===== src/rtl/serial_subtractor_if.sv =====
// serial_subtractor_if: request/result bus of the bit-serial subtractor.
// The ovf signal exists only when SERIAL_SUB_OVF_EN is defined.
interface serial_subtractor_if #(parameter int WIDTH = 4);
    logic             start;
    logic             start_ready;
    logic [WIDTH-1:0] a;
    logic [WIDTH-1:0] b;
    logic [WIDTH-1:0] diff;
    logic             borrow;
    logic             result_valid;
    logic             result_ready;
`ifdef SERIAL_SUB_OVF_EN
    logic             ovf;
    modport master (output start, a, b, result_ready,
                    input  start_ready, diff, borrow, result_valid, ovf);
    modport slave  (input  start, a, b, result_ready,
                    output start_ready, diff, borrow, result_valid, ovf);
`else
    modport master (output start, a, b, result_ready,
                    input  start_ready, diff, borrow, result_valid);
    modport slave  (input  start, a, b, result_ready,
                    output start_ready, diff, borrow, result_valid);
`endif
endinterface


===== src/rtl/serial_subtractor.sv =====
// serial_subtractor: LSB-first bit-serial A - B with one full-subtractor cell and a borrow flop.
// Optional signed-overflow output enabled by SERIAL_SUB_OVF_EN.
module serial_subtractor #(
    parameter int WIDTH = 4
) (
    input  logic                clk,
    input  logic                rst_n,
    serial_subtractor_if.slave  bus
);
    localparam int CW = $clog2(WIDTH);

    typedef enum logic [1:0] {IDLE, SHIFT, DONE} state_t;

    state_t           r_state, w_next;
    logic [WIDTH-1:0] r_a, r_b, r_diff;
    logic [CW-1:0]    r_cnt;
    logic             r_borrow;
    logic             w_d, w_bout, w_last, w_accept;

    assign w_d      = r_a[0] ^ r_b[0] ^ r_borrow;
    assign w_bout   = (~r_a[0] & r_b[0]) | (~r_a[0] & r_borrow) | (r_b[0] & r_borrow);
    assign w_last   = r_cnt == CW'(WIDTH - 1);
    assign w_accept = (r_state == IDLE) && bus.start;

    always_comb begin
        w_next = r_state;
        w_next = w_accept                                ? SHIFT :
                 (r_state == SHIFT && w_last)            ? DONE  :
                 (r_state == DONE && bus.result_ready)   ? IDLE  : r_state;
    end

    always_ff @(posedge clk or negedge rst_n)
        if (!rst_n) r_state <= IDLE;
        else        r_state <= w_next;

    always_ff @(posedge clk or negedge rst_n) begin
        if (!rst_n) begin
            r_a      <= '0;
            r_b      <= '0;
            r_diff   <= '0;
            r_borrow <= 1'b0;
            r_cnt    <= '0;
        end else if (w_accept) begin
            r_a      <= bus.a;
            r_b      <= bus.b;
            r_diff   <= '0;
            r_borrow <= 1'b0;
            r_cnt    <= '0;
        end else if (r_state == SHIFT) begin
            r_a      <= r_a >> 1;
            r_b      <= r_b >> 1;
            r_diff   <= {w_d, r_diff[WIDTH-1:1]};
            r_borrow <= w_bout;
            r_cnt    <= r_cnt + CW'(1);
        end
    end

    assign bus.start_ready  = r_state == IDLE;
    assign bus.result_valid = r_state == DONE;
    assign bus.diff         = r_diff;
    assign bus.borrow       = r_borrow;

`ifdef SERIAL_SUB_OVF_EN
    logic r_ovf;

    // Borrow into the MSB is r_borrow on the last shift; its XOR with the MSB borrow-out flags signed overflow.
    always_ff @(posedge clk or negedge rst_n) begin
        if (!rst_n)                          r_ovf <= 1'b0;
        else if (w_accept)                   r_ovf <= 1'b0;
        else if (r_state == SHIFT && w_last) r_ovf <= r_borrow ^ w_bout;
    end

    assign bus.ovf = r_ovf;
`endif
endmodule


===== src/flat_wrapper.sv =====
// flat-port wrapper written by rule: the top's interface ports become plain ports
module serial_subtractor_flat 
#(
    parameter int WIDTH = 4
)
  (clk, rst_n, bus_start, bus_a, bus_b, bus_result_ready, bus_start_ready, bus_diff, bus_borrow, bus_result_valid);
  serial_subtractor_if #(.WIDTH(WIDTH)) bus_i ();
  input  logic clk;
  input  logic rst_n;
  input wire logic [$bits(bus_i.start)-1:0] bus_start;
  input wire logic [$bits(bus_i.a)-1:0] bus_a;
  input wire logic [$bits(bus_i.b)-1:0] bus_b;
  input wire logic [$bits(bus_i.result_ready)-1:0] bus_result_ready;
  output wire logic [$bits(bus_i.start_ready)-1:0] bus_start_ready;
  output wire logic [$bits(bus_i.diff)-1:0] bus_diff;
  output wire logic [$bits(bus_i.borrow)-1:0] bus_borrow;
  output wire logic [$bits(bus_i.result_valid)-1:0] bus_result_valid;
  assign bus_i.start = bus_start;
  assign bus_i.a = bus_a;
  assign bus_i.b = bus_b;
  assign bus_i.result_ready = bus_result_ready;
  assign bus_start_ready = bus_i.start_ready;
  assign bus_diff = bus_i.diff;
  assign bus_borrow = bus_i.borrow;
  assign bus_result_valid = bus_i.result_valid;
  serial_subtractor #(.WIDTH(WIDTH)) u_core (.clk(clk), .rst_n(rst_n), .bus(bus_i));
endmodule

===== config.mk =====
export PLATFORM = sky130hd
export DESIGN_NAME = serial_subtractor_flat
export DESIGN_NICKNAME = d
export VERILOG_FILES = /design/src/rtl/serial_subtractor_if.sv /design/src/rtl/serial_subtractor.sv /design/src/flat_wrapper.sv
export SDC_FILE = /design/constraint.sdc
export NUM_CORES = 1
export LEC_CHECK = 0
export CAP_MARGIN = 25
export CORE_ASPECT_RATIO = 1.25
export CORE_MARGIN = 2
export CORE_UTILIZATION = 42
export DETAILED_ROUTE_END_ITERATION = 10
export PLACE_DENSITY = 0.7
export RECOVER_POWER = 50
export SYNTH_ARGS = -nofsm -noshare
export SYNTH_HDL_FRONTEND = slang
export SYNTH_SLANG_ARGS = --single-unit

===== constraint.sdc =====
create_clock -name clk -period 1.15 [get_ports clk]
set_input_delay 0.115 -clock clk [delete_from_list [all_inputs] [get_ports clk]]
set_output_delay 0.115 -clock clk [all_outputs]
set_load 0.1 [all_outputs]

# ---- Word level (Yosys, flattened, before mapping)
# Cells that the tools add are included.
dict set report totals {
  inputBits 12
  out_inout_bits 7
  ff_bits 17
}
dict set report op_classes {
  bitwise 8
  n_addsub 1
  n_reduce_logical 6
  eq_ne 3
  muxes 13
}
# operator n
set ops {}
lappend ops {{two-way mux 4 bit} 6}
lappend ops {{two-way mux 2 bit} 5}
lappend ops {{== test 2 bit, second input constant} 2}
lappend ops {{bitwise AND 1 bit} 3}
lappend ops {{logical AND 1 bit} 3}
lappend ops {{nonzero test 3 bit} 1}
lappend ops {{adder 2 x 1 -> 2 bit, second input constant} 1}
lappend ops {{== test 2 x 1 -> 1 bit, second input constant} 1}
lappend ops {{logical NOT 2 bit} 1}
lappend ops {{two-way mux 1 bit} 2}
lappend ops {{bitwise OR 1 bit} 2}
lappend ops {{nonzero test 2 bit} 1}
lappend ops {{XOR 1 bit} 2}
lappend ops {{inverter 1 bit} 1}

# ---- Depth between registers and ports, before layout
# Gate-level depths: netlist of the first run.
dict set report depth {
  ltp_word 6
  depth_mapped 4
  depth_no_buf 3
}

# ---- Worst setup path after synthesis of the first run
# No wires, ideal clock.
dict set report synth_timing {
  path_kind {register -> register}
  startpoint {register u_core.r_state[0]}
  endpoint {register u_core.r_a[1]}
  setup_time_ps 123
  path_stages_with_launch 5
  period_less_slack_ps 2222
  setup_slack_ps -1072
  t_arrival_ps 2099
  path_cell_list {dfrtp_1 > buf_6 > nor2_1 > nand3b_1 > o221a_1}
}
dict set report synth_via {
  elab_chain_len 3
  elab_cells_between_ends 5
  cone_classes {eq/ne (1); mux (1); reduce/logical (3)}
}
# item line
set synth_lines {}
lappend synth_lines {{from (decl)} serial_subtractor.sv:14} ;# state_t r_state, w_next;
lappend synth_lines {{from (signal assigned)} serial_subtractor.sv:34} ;# else r_state <= w_next;
lappend synth_lines {{logical NOT 2 bit *} --}
lappend synth_lines {{named net bus_start_ready} flat_wrapper.sv:14} ;# output wire logic [$bits(bus_i.start_ready)-1:0] bus_start_ready;
lappend synth_lines {{logical AND 1 bit *} serial_subtractor.sv:23} ;# assign w_accept = (r_state == IDLE) && bus.start;
lappend synth_lines {{two-way mux 4 bit or nonzero test 2 bit (tied branches)} --}
lappend synth_lines {{to (signal assigned)} serial_subtractor.sv:44} ;# r_a <= bus.a;
lappend synth_lines {{to (signal assigned)} serial_subtractor.sv:50} ;# r_a <= r_a >> 1;
lappend synth_lines {{to (decl)} serial_subtractor.sv:15} ;# logic [WIDTH-1:0] r_a, r_b, r_diff;
# Mark *: on every way through the listed nets, which the timed path passes. The rest lies on a longest branch.
# A chain may end at the register's enable or synchronous reset.

# ---- Worst setup path after layout of the first run
dict set report layout_timing {
  startpoint {register u_core.r_state[0]}
  endpoint {output port bus_start_ready}
}
dict set report layout_via {
  elab_chain_len 1
}
# item line
set layout_lines {}
lappend layout_lines {{logical NOT 2 bit} serial_subtractor.sv:58} ;# assign bus.start_ready = r_state == IDLE;
lappend layout_lines {{to (decl)} flat_wrapper.sv:14}
# No other way between the ends.

==> metrics.md, run 1 <==
| Metric | Value |
|---|---|
| Sink Count | 17 |
| Clk_lat worst skew | 290 ps |
| Initial Util | 0.449 |
| Final Critical Period | 1270 ps |
| Clock transition at path regs | 100 ps |
| Die area | 2280 sq um |
| Max VDD drop | 471 uV |
| Post-CTS Hold Buffers | 0 |
| Critical Path Source Type | flop |
| CP max-delay cell | dfrtp_1 |
| Top delay family on crit path | flip-flops |
| Seq/Total Area, Yosys | 0.530 |
| CTS tree | built |
| Max-slew headroom | 0.714 |
| Max-slew violations | 0 |
| Initial antenna violation count | 0 |
| Detailed router's first-iteration violation count | 16 |
| LEAKAGE | 0.561 nW |
| Pre-CTS setup slack | -81.4 ps |
| Worst slew pin tran | 429 ps |
| Yosys warns | 0 |
| Number of buffers and inverters on the critical path | 2 |
| Post-DR wirelength/cell | 16.4 microns |
| #FFs+latches synth | 17 |
| First-pass GRT wire length | 3340 microns |
| CP Class | flop to output pin |
| Port Buffers | 18 |
| Fin. Hold Viols | 0 |
| Setup-failing EPs final | 7 |
| Worst EP arrival | 1160 ps |
| Num ports | 19 |
| Worst Setup Slack, final | -122 ps |
| Die X | 43.1 microns |
| Rows | 17 |
| Failing checks | negative setup slack |
| Vias | 687 |
| Cell Area, Placed | 1140 sq um |
| Total Routed Length | 1960 microns |
| RSZ-0062 raised after global routing | true |
| ANT nets after route | 0 |
| # fillers | 127 |
| Pwr Total | 1.01 mW |
| Max stage delay on crit path | 410 ps |
| Crit path top cell by count | buf_12 |
| Cells along the critical path | buf_12 -> nor2_4 -> buf_12 |
| Synthesized area | 802 sq um |
| CP max FO | 4 |
| Setup TNS | -361 ps |
| First-pass DRT Iterations | 4 |
| Worst clock skew | 6.48 ps |
| MaxCap Viol Count | 0 |
| Grt total ovfl | 0 |
| Antenna Cells | 0 |
| Average size of a mapped cell | 12.2 sq um |
| Number of remaining DRC errors | 0 |
| Max Freq | 786 MHz |
| Area delta synth->final | 63.0% |
| Worst hold slack | 281 ps |
| Unique masters post-synth | 23 |
| Final Cell Area | 1310 sq um |
| Vias/cell | 5.77 |
| Share of cells above drive strength 1 | 0.500 |
| Root buf cell | clkbuf_4 |
| Crit path capture type | output pin |
| Number of global-route vias before repair | 728 |
| Status | finished, violations left |
| PwrDens | 773 nW/um^2 |
| Largest net degree at the start of global routing | 18 |
| Fin nets | 115 |
| Chip height | 52.9 microns |
| Core area | 1790 sq um |
| Critical path data required time | 1030 ps |
| Total global routing track utilization | 0.196 |
| Mapped Nets | 80 |
| Final period util | 1.11 |
| Cells after Synth | 66 |
| RD Place Congestion | 0.781 |
| Hold crit path type | input pin to async pin |
| Htree depth | 1 |
| Total CTS buffers | 3 |
| Hpwl dp | 1320 microns |
| Longest Clk Path Bufs | 2 |
==> synth_stat cells <==
cell	instances	area [sq um]
nor2b_2	1	8.76
a22oi_1	1	7.51
a21oi_1	3	15.0
nor2_2	2	12.5
buf_6	3	33.8
o221a_1	1	11.3
nand2b_1	1	6.26
o21bai_4	1	18.8
nand2b_4	2	27.5
nand2_1	3	11.3
ha_1	1	12.5
nor2_1	2	7.51
inv_4	1	6.26
o22ai_1	8	50.1
o21ai_0	6	30.0
nand3b_1	1	7.51
dfrtp_1	17	425
a22o_1	5	43.8
a32o_1	1	10.0
a2bb2oi_1	2	17.5
nor2_4	1	11.3
inv_1	2	7.51
fa_1	1	20.0
==> worst register-to-register path: stages, from the launching register on <==
cell and delay, ps:
dfrtp_1 410, buf_12 140, buf_4 150, nor2_4 130, nor2_4 50, o221a_1 210
==> cell type report <==
type	instances	area, sq um	share of cell area
Sequential cell	17	434	0.332
Timing Repair Buffer	33	384	0.294
Inverter	3	23.8	0.0182
Tap cell	19	23.8	0.0182
Multi-Input combinational cell	43	415	0.318
Clock buffer	4	26.3	0.0201
==> cell usage in the layout (no fill, tap or decap), drive strengths merged, types with 2 or more instances in the layout <==
| cell type | count |
|---|---|
| buf | 21 |
| dfrtp | 17 |
| clkdlybuf4s50 | 10 |
| o22ai | 8 |
| o21ai | 6 |
| nor2 | 5 |
| a22o | 5 |
| clkbuf | 5 |
| nand2b | 3 |
| a21oi | 3 |
| nand2 | 3 |
| a2bb2oi | 2 |
| inv | 2 |
==> routing by layer <==
metal	GRT usage	wire, microns
met5	0	0
met4	0.121	31
met3	0.0239	63
met2	0.338	1040
met1	0.230	817
==> sequential cells by signal, summed over array words and instances (netlist names) <==
name,flops
u_core.bus.borrow,1
u_core.bus.diff,4
u_core.r_a,4
u_core.r_b,4
u_core.r_cnt,2
u_core.r_state,2
==> power by group <==
group | total (mW) | switching [mW] | leakage (nW) | internal (mW)
clock | 0.322 | 0.188 | 0.0150 | 0.135
sequential | 0.607 | 0.00419 | 0.188 | 0.603
combinational | 0.0810 | 0.0325 | 0.358 | 0.0485
total | 1.01 | 0.224 | 0.561 | 0.786
==> what timing repair did <==
action / 4_1_cts / 5_1_grt
gates resized for setup: 9 / 14
buffers inserted: 7 / 1
pin swaps: 3 / 7
setup endpoints to repair: 4 / 19
==> cell families after synthesis <==
kind of cell	after synthesis	synth area share
flops	17	0.530
buf+inv	6	0.0593
fa+ha+maj	2	0.0406
simple gates	13	0.115
compound gates	28	0.254
==> path summary, 6_finish.rpt <==
path                                   start           endpoint  slack [ps]  depth (start not counted)
setup / recovery           u_core.r_state[0]    bus_start_ready        -120                          3
max in group asynchronous              rst_n  u_core.bus.borrow         530                          2
min in group clk                    bus_a[3]      u_core.r_a[3]         370                          3
setup reg to reg           u_core.r_state[0]      u_core.r_a[1]         -60                          5
hold reg to reg              u_core.r_cnt[0]    u_core.r_cnt[0]         490                          1
hold / removal                         rst_n    u_core.r_cnt[0]         280                          2
==> metrics by stage <==
step	std cells	util
floorplan	66	-
global placement	108	0.639
detailed placement	108	0.639
CTS	119	0.701
global route	119	0.732
finish	119	0.732
Note: power is estimated with default switching activity, not from simulation.
==> run 2: changes to the inputs <==
--- a/config.mk
+++ b/config.mk
@@ -5,12 +5,13 @@
 export SDC_FILE = /design/constraint.sdc
 export NUM_CORES = 1
 export LEC_CHECK = 0
-export CAP_MARGIN = 25
+export CAP_MARGIN = 20
 export CORE_ASPECT_RATIO = 1.25
 export CORE_MARGIN = 2
 export CORE_UTILIZATION = 42
+export CTS_CLUSTER_SIZE = 24
 export DETAILED_ROUTE_END_ITERATION = 10
-export PLACE_DENSITY = 0.7
+export PLACE_DENSITY = 0.72
 export RECOVER_POWER = 50
 export SYNTH_ARGS = -nofsm -noshare
 export SYNTH_HDL_FRONTEND = slang
==> metrics.md, run 2 (synthesis gave the netlist of run 1 again) <==
| Metric | Value |
|---|---|
| Largest net degree at the start of global routing | 18 (unchanged) |
| Root buf cell | clkbuf_4 |
| Sink Count | 17 (unchanged) |
| Worst clock skew | 5.79 ps (-0.694 ps) |
| LEAKAGE | 0.553 nW (-1.4%) |
| Rows | 17 (unchanged) |
| ANT nets after route | 0 (unchanged) |
| Total global routing track utilization | 0.187 (-0.00883) |
| Hold crit path type | input pin to async pin |
| Share of cells above drive strength 1 | 0.485 (-0.0149) |
| CTS tree | built |
| Clock transition at path regs | 100 ps (about the same) |
| Initial antenna violation count | 0 (unchanged) |
| Port Buffers | 18 (unchanged) |
| Most frequent cells in the layout | 11 x buf_4, 11 x dfrtp_1, 10 x clkdlybuf4s50_1, 9 x buf_12 |
| Die X | 43.1 microns (unchanged) |
| Hpwl dp | 1290 microns (-2.4%) |
| Vias/cell | 5.75 (-0.40%) |
| Detailed router's first-iteration violation count | 11 (-5) |
| Crit path capture type | output pin |
| MaxCap Viol Count | 0 (unchanged) |
| Final period util | 1.12 (+0.0102) |
| Post-DR wirelength/cell | 16.1 microns (-2.1%) |
| Initial Util | 0.449 (unchanged) |
| Num ports | 19 (unchanged) |
| Status | finished, violations left |
| CP Class | flop to output pin |
| Fin. Hold Viols | 0 (unchanged) |
| Number of global-route vias before repair | 696 (-4.4%) |
| Pwr Total | 1.00 mW (-0.83%) |
| Vias | 690 (+0.44%) |
| PwrDens | 768 nW/um^2 (-0.64%) |
| Non-filler cells, final | 120 (+0.84%) |
| Worst Setup Slack, final | -133 ps (-11.7 ps) |
| Worst hold slack | 265 ps (-16.8 ps) |
| Max VDD drop | 683 uV (+45%) |
| Grt total ovfl | 0 (unchanged) |
| RSZ-0062 raised after global routing | true |
| Worst EP arrival | 1170 ps (about the same) |
| Setup-failing EPs final | 5 (-2) |
| Antenna Cells | 0 (unchanged) |
| Final Critical Period | 1280 ps (+11.7 ps) |
| CP max FO | 3 (-1) |
| Max-slew headroom | 0.728 (+0.0146) |
| Critical path data required time | 1030 ps (about the same) |
| # fillers | 127 (unchanged) |
| Setup TNS | -409 ps (-47.4 ps) |
| Chip height | 52.9 microns (unchanged) |
| Area delta synth->final | 62.7% |
| RD Place Congestion | 0.814 (+4.2%) |
| Worst slew pin tran | 408 ps (-21.9 ps) |
| First-pass DRT Iterations | 4 (unchanged) |
| Placed cell count | 107 (-0.93%) |
| Total Routed Length | 1930 microns (-1.2%) |
| Core area | 1790 sq um (unchanged) |
| Max Freq | 779 MHz (-0.91%) |
| Critical Path Source Type | flop |
| Number of remaining DRC errors | 0 (unchanged) |
| Max-slew violations | 0 (unchanged) |
| Die area | 2280 sq um (unchanged) |
| Longest Clk Path Bufs | 2 (unchanged) |
| First-pass GRT wire length | 3080 microns (-7.6%) |
| Clk_lat worst skew | 300 ps (about the same) |
| Fin nets | 116 (+0.87%) |
| Failing checks | negative setup slack |
| Htree depth | 1 (unchanged) |
| Total CTS buffers | 3 (unchanged) |
[run 2: timing repair]
action / 4_1_cts / 5_1_grt
setup endpoints to repair: 4 / 16
buffers inserted: 8 / 2
hold endpoints to repair: 0 / 0
gates resized for setup: 7 / 13
hold buffers: 0 / 0
pin swaps: 3 / 8
[run 2: routing by layer]
metal / share of wire / wire [microns] / vias up / global-route usage
met2: 0.55 / 1060 / 23 / 0.343
met5: 0 / 0 / - / 0
li1: - / - / 315 / -
met1: 0.39 / 749 / 348 / 0.211
met3: 0.038 / 74 / 4 / 0.0307
met4: 0.024 / 47 / 0 / 0.0808
[run 2: layout make-up]
cell class | instances | area, sq um | area share
flip-flops and latches | 17 | 435 | 0.334
well taps | 19 | 23.8 | 0.0182
repair buffers | 34 | 400 | 0.307
clock buffers | 4 | 26.3 | 0.0201
inverters | 3 | 27.5 | 0.0211
multi-input cells | 43 | 392 | 0.300
[run 2: stage by stage]
stage	setup slack (ps)	cell area (sq um)	utilization
finish	-133	1310	0.730
global route	-169	1310	0.730
CTS	-130	1240	0.695
detailed placement	-95.5	1130	0.634
global placement	-71.9	1130	0.634
floorplan	-226	828	-
[run 2: path summary, 6_finish.rpt]
kind	start	endpoint	slack, ps	cells after the start
max	u_core.r_state[1]	bus_start_ready	-130	3
min	rst_n	u_core.r_cnt[0]	260	2
max reg2reg	u_core.r_state[1]	u_core.r_a[1]	-100	6
min reg2reg	u_core.r_cnt[0]	u_core.r_cnt[0]	500	1
max in group asynchronous	rst_n	u_core.bus.borrow	560	2
min in group clk	bus_a[3]	u_core.r_a[3]	340	3
[run 2: critical path: stages (launching register included)]
cell     delay [ps]
dfrtp_2         450
buf_6           130
nor2_4          100
buf_12          180
[run 2: power by group]
part,total (mW),leakage [nW],internal (mW),switching (mW)
registers,0.606,0.188,0.602,0.00325
clock network,0.323,0.0150,0.135,0.187
logic,0.0733,0.350,0.0455,0.0279
